--- src/rtl/div_seq_unit.sv ---
// Iterative restoring divider for DIV/DIVU/REM/REMU.
// Handshake: a request is taken when start=1, op!=0 and flush=0 in IDLE; busy covers CALC and DONE; valid_out pulses once in DONE.
module div_seq_unit #(
    parameter int XLEN  = 32,
    parameter int CNT_W = 6
) (
    input  logic            clk,
    input  logic            rst,
    input  logic            start,
    input  logic [3:0]      op,
    input  logic [XLEN-1:0] rs1_val,
    input  logic [XLEN-1:0] rs2_val,
    input  logic [4:0]      rd_in,
    input  logic            flush,
    output logic            busy,
    output logic            valid_out,
    output logic [XLEN-1:0] result,
    output logic [4:0]      rd_out
);

    typedef enum logic [1:0] {
        IDLE = 2'd0,
        CALC = 2'd1,
        DONE = 2'd2
    } state_t;

    localparam logic [XLEN-1:0] MIN_NEG = {1'b1, {(XLEN-1){1'b0}}};

    state_t state_q, state_d;

    logic [CNT_W-1:0] cnt_q;
    logic [XLEN-1:0]  rem_q, quo_q, dvs_q, result_q;
    logic [4:0]       rd_q, rd_out_q;
    logic             is_rem_q, neg_a_q, neg_b_q;

    function automatic logic [XLEN-1:0] neg(input logic [XLEN-1:0] v);
        return ~v + XLEN'(1);
    endfunction

    // Request decode; lower op bits take priority when several are set.
    logic            in_signed, in_rem, sign_a, sign_b;
    logic            div_zero, ovf, special, accept, last;
    logic [XLEN-1:0] abs_a, abs_b, spec_result;

    assign in_signed   = op[0] | (~op[1] & op[2]);
    assign in_rem      = ~op[0] & ~op[1];
    assign sign_a      = in_signed & rs1_val[XLEN-1];
    assign sign_b      = in_signed & rs2_val[XLEN-1];
    assign abs_a       = sign_a ? neg(rs1_val) : rs1_val;
    assign abs_b       = sign_b ? neg(rs2_val) : rs2_val;
    assign div_zero    = (rs2_val == '0);
    assign ovf         = in_signed && (rs1_val == MIN_NEG) && (rs2_val == '1);
    assign special     = div_zero | ovf;
    assign spec_result = div_zero ? (in_rem ? rs1_val : '1) : (in_rem ? '0 : MIN_NEG);
    assign accept      = (state_q == IDLE) && start && (op != 4'd0) && !flush;
    assign last        = (state_q == CALC) && (cnt_q == CNT_W'(XLEN-1));

    // One restoring step; sub[XLEN] is the borrow of the XLEN+1 bit trial subtract.
    logic [XLEN:0]   rem_sh, sub;
    logic            borrow;
    logic [XLEN-1:0] rem_nx, quo_nx, q_fix, r_fix, fin;

    assign rem_sh = {rem_q, quo_q[XLEN-1]};
    assign sub    = rem_sh - {1'b0, dvs_q};
    assign borrow = sub[XLEN];
    assign rem_nx = borrow ? rem_sh[XLEN-1:0] : sub[XLEN-1:0];
    assign quo_nx = {quo_q[XLEN-2:0], ~borrow};
    assign q_fix  = (neg_a_q ^ neg_b_q) ? neg(quo_nx) : quo_nx;
    assign r_fix  = neg_a_q ? neg(rem_nx) : rem_nx;
    assign fin    = is_rem_q ? r_fix : q_fix;

    always_ff @(posedge clk or posedge rst) begin
        if (rst) state_q <= IDLE;
        else     state_q <= state_d;
    end

    always_comb begin
        state_d = state_q;
        case (state_q)
            IDLE: if (accept) state_d = special ? DONE : CALC;
            CALC: begin
                if (flush)     state_d = IDLE;
                else if (last) state_d = DONE;
            end
            DONE:    state_d = IDLE;
            default: state_d = IDLE;
        endcase
    end

    always_comb begin
        busy      = (state_q != IDLE);
        valid_out = (state_q == DONE) && !flush;
    end

    // Result and rd_out are written on entry to DONE and then held.
    always_ff @(posedge clk or posedge rst) begin
        if (rst) begin
            cnt_q    <= '0;
            rem_q    <= '0;
            quo_q    <= '0;
            dvs_q    <= '0;
            result_q <= '0;
            rd_q     <= '0;
            rd_out_q <= '0;
            is_rem_q <= 1'b0;
            neg_a_q  <= 1'b0;
            neg_b_q  <= 1'b0;
        end else if (accept) begin
            cnt_q    <= '0;
            rem_q    <= '0;
            quo_q    <= abs_a;
            dvs_q    <= abs_b;
            rd_q     <= rd_in;
            is_rem_q <= in_rem;
            neg_a_q  <= sign_a;
            neg_b_q  <= sign_b;
            if (special) begin
                result_q <= spec_result;
                rd_out_q <= rd_in;
            end
        end else if (state_q == CALC && !flush) begin
            rem_q <= rem_nx;
            quo_q <= quo_nx;
            cnt_q <= cnt_q + CNT_W'(1);
            if (last) begin
                result_q <= fin;
                rd_out_q <= rd_q;
            end
        end
    end

    assign result = result_q;
    assign rd_out = rd_out_q;

endmodule

--- config.mk ---
export PLATFORM = sky130hd
export DESIGN_NAME = div_seq_unit
export DESIGN_NICKNAME = d
export VERILOG_FILES = /design/src/rtl/div_seq_unit.sv
export SDC_FILE = /design/constraint.sdc
export NUM_CORES = 1
export LEC_CHECK = 0
export ABC_CLOCK_PERIOD_IN_PS = 5800
export BUFFER_PORTS_ARGS = -buffer_cell sky130_fd_sc_hd__buf_2
export CORE_MARGIN = 3
export CORE_UTILIZATION = 54
export DETAILED_ROUTE_END_ITERATION = 10
export PLACE_DENSITY = 0.74
export SYNTH_ARGS = -nofsm -noshare
export SYNTH_HDL_FRONTEND = slang
export SYNTH_SLANG_ARGS = --single-unit
--- constraint.sdc ---
create_clock -name clk -period 5.8 [get_ports clk]
set_clock_uncertainty 0.2 [all_clocks]
set_input_delay 0.58 -clock clk [delete_from_list [all_inputs] [get_ports clk]]
set_output_delay 0.58 -clock clk [all_outputs]
set_load 0.005 [all_outputs]
==> flow_metrics.py <==
metrics = {
    "floorplan": {
        "dieArea_mm2": 0.0238,
        "fp-row-count": 53,
        "fp.coreArea_mm2": 0.0213,
        "die_w_um": 154,
        "die_height_um": 154,
        "initial_utilization_pct": 55.8,
        "num_io_pins": 116,
    },
    "clock_tree": {
        "h-tree-depth": 4,
        "ctsResizeCount": 0,
        "cts_tree": "done",
        "cts_buffer_depth": 2,
        "postCtsHoldBufs": 0,
        "cts_setup_buffers": 0,
        "cts_inserted_buffers": 17,
        "clk_pin_slew_ns": 0.06,
        "cts_root_buf": "clkbuf_16",
        "clock_latency_ns": 0.44,
        "cts.sink_count": 149,
    },
    "timing": {
        "finalWorstSetupSlack_ns": 0.414,
        "fin_crit_ns": 5.39,
        "maxSlewHeadroom_pct": 11.4,
        "setup_tns_ns": 0,
        "rsz0062_at_grt": "no",
        "fin_hold_ws_ns": 0.150,
        "worst_pin_slew_ns": 1.33,
        "setup_viol": 0,
        "fin_crit_sh_pct": 92.9,
        "hold_viol": 0,
        "slew_violations": 0,
        "fmax_ghz": 0.186,
    },
    "cells_and_area": {
        "antenna_cells": 0,
        "final_layout_size_suffix_gt1_share_pct": 13.6,
        "synthToLayoutAreaGrowth_pct": 11.7,
        "multi_input_area_mm2": 0.00759,
        "fillers": 1928,
        "post-route-cell-area_mm2": 0.0133,
        "finalNonFillerCells": 1851,
        "nets": 1679,
        "seq_area_mm2": 0.00373,
    },
    "run_status": {
        "status": "completed",
    },
    "placed_design": {
        "post-place-ws_ns": 0.442,
        "postPlaceCellArea_mm2": 0.0126,
        "place_congestion": 0.943,
        "post-place-cells": 1819,
        "port_buffers": 115,
        "place_hpwl_um": 27200,
    },
    "setup_path": {
        "crit_chain": "inv_1 > ha_1 > inv_1 > fa_1 > a211oi_2 > o211ai_2 > o2bb2ai_2 > o2111a_2 > o21a_1 > nor2_8 > inv_4 > mux2i_1 > ha_1 > nand2_1 > nor4_1 > nor2b_1 > a41oi_1 > or3b_4 > or3_1 > a21boi_1 > o211ai_1",
        "cp_num_buf_inv": 3,
        "cp-end-kind": "flip-flop",
        "r2r_slack_ns": 0.41,
        "critPathMaxFanout": 6,
        "required_ns": 5.91,
        "cpLargestDelayFamily": "compound AO/OA/AOI/OAI gates",
        "path_class": "flip-flop to flip-flop",
        "critical-path-max-stage-delay_ns": 0.57,
        "cp-start-kind": "flip-flop",
        "critical_path_arrival_ns": 5.49,
        "critPathSlowestCell": "or3b_4",
    },
    "synth": {
        "synth_area_per_cell_um2": 7.97,
        "yosysTopAreaCellShare_pct": 31.4,
        "synth_warnings": 0,
        "ys_ff_latch": 149,
        "synthCells": 1489,
        "yosys.area_share.adder_pct": 4.17,
        "ys_top_cells_by_count": "183 x o21ai_0, 167 x nand2_1, 149 x dfrtp_1, 115 x nor2_1, 90 x a21oi_1",
        "synthMuxAreaShare_pct": 3.03,
        "synth_xor_area_share_pct": 10.3,
        "synth_edf_count": 0,
        "synth_top_family_by_area": "compound AO/OA/AOI/OAI gates",
        "syn_area_mm2": 0.0119,
        "syn_nets": 1605,
        "synth_seq_area_share_pct": 31.4,
        "synth-simple-area-share_pct": 19.8,
        "synth.most_common_cell": "o21ai_0",
        "ys.flop_type": "dfrtp_1",
        "synth_top_area_cell": "dfrtp_1",
        "synth.area.top_cells": "dfrtp_1 31%, o21ai_0 7.7%, xnor2_1 5.8%",
        "yosysUniqueCellTypes": 87,
        "ys_async_sr_fraction_pct": 100,
        "synth_compound_area_share_pct": 26.4,
    },
    "routing": {
        "drtIter0Drc": 1125,
        "wirelength_um": 36800,
        "first_pass_iters": 7,
        "drt.antenna.violating_nets": 0,
        "wire_per_inst_um": 19.9,
        "viasPerCell": 6.35,
        "drc_errors": 0,
        "vias": 11754,
    },
    "run": {
        "cap_violations": 0,
    },
    "global_route": {
        "first_global_vias": 10899,
        "grt_max_degree": 110,
        "grt_pass1_wl_um": 58500,
        "grt_util_all_layers_pct": 30.3,
        "antenna_found_initial": 0,
        "grt-ovfl-total": 0,
    },
    "pwr": {
        "max-vdd-ir-drop_mv": 0.371,
        "powerDensity_mw_per_mm2": 529,
        "p_leak_nw": 5.84,
    },
    "worst_hold_path": {
        "min_path_type": "input pin to flip-flop",
    },
}
-- where the power goes --
| group | switching (W) | internal (W) | leakage, nW |
|---|---|---|---|
| Combinational | 0.00270 | 0.00159 | 3.59 |
| Sequential | 0.000291 | 0.00126 | 1.96 |
| Clock | 0.000485 | 0.000706 | 0.301 |
-- cell type report --
cell class / instances / share of cell area, %
tap: 275 / 2.59
inverter: 62 / 1.81
timing repair buffer: 135 / 5.56
clock buffer: 19 / 3.41
clock inverter: 13 / 1.29
sequential: 149 / 28.1
multi-input combinational: 1198 / 57.2
-- through the flow --
stage | util [%] | power [W]
after detailed placement | 59.4 | 0.00573
after global routing | 62.3 | 0.00754
after CTS | 62.3 | 0.00694
after floorplan | - | 0.00471
after global placement | 59.4 | 0.00567
final | 62.3 | 0.00702
-- placed cells by master, fill, tap and decap left out, drive strengths merged, types with 20 or more instances in the layout --
cell	instances
a21oi	93
a22oi	33
a31oi	20
buf	135
dfrtp	149
ha	38
inv	63
mux2i	27
nand2	167
nand3	54
nor2	116
nor3	37
o211ai	21
o21ai	193
o31ai	35
or3	21
xnor2	78
xor2	62
-- tightest hold or removal path, delay by kind of cell --
family                 cells  cell delay, ns
buffers and inverters      1            0.07
AND/OR/NAND/NOR            2            0.10
-- worst paths after layout --
check,depth (start not counted),end,from
max in group asynchronous,3,result[31],rst
setup reg to reg,21,result[26],quo_q[31]
hold / removal,3,rd_q[3],rd_in[3]
hold reg to reg,2,rd_q[3],rd_q[3]
min in group asynchronous,2,dvs_q[29],rst
setup / recovery,21,result[26],quo_q[31]
-- routing by layer --
metal	wire, µm	share of wire (%)	GRT usage (%)
met1	16500	45	43.8
met2	17000	46	47.4
met3	2400	6.5	3.92
met4	932	2.5	9.38
met5	0	0	0
-- flip-flops by register name, summed over array words and instances (netlist names) --
register  flops
cnt_q         6
dvs_q        32
is_rem_q      1
neg_a_q       1
neg_b_q       1
quo_q        32
rd_out        5
rd_q          5
rem_q        32
result       32
state_q       2
-- cells by family (layout without fill, tap and decap cells) --
logic type                 Yosys count  after routing
AOI/OAI and AO/OA                  488            488
xor gates and xnor gates           140            140
adders and majority gates           39             39
buffers and inverters              142            229
DFF                                149            149
muxes                               35             35
and+or+nand+nor                    496            496
(Power assumes the default switching activity.)
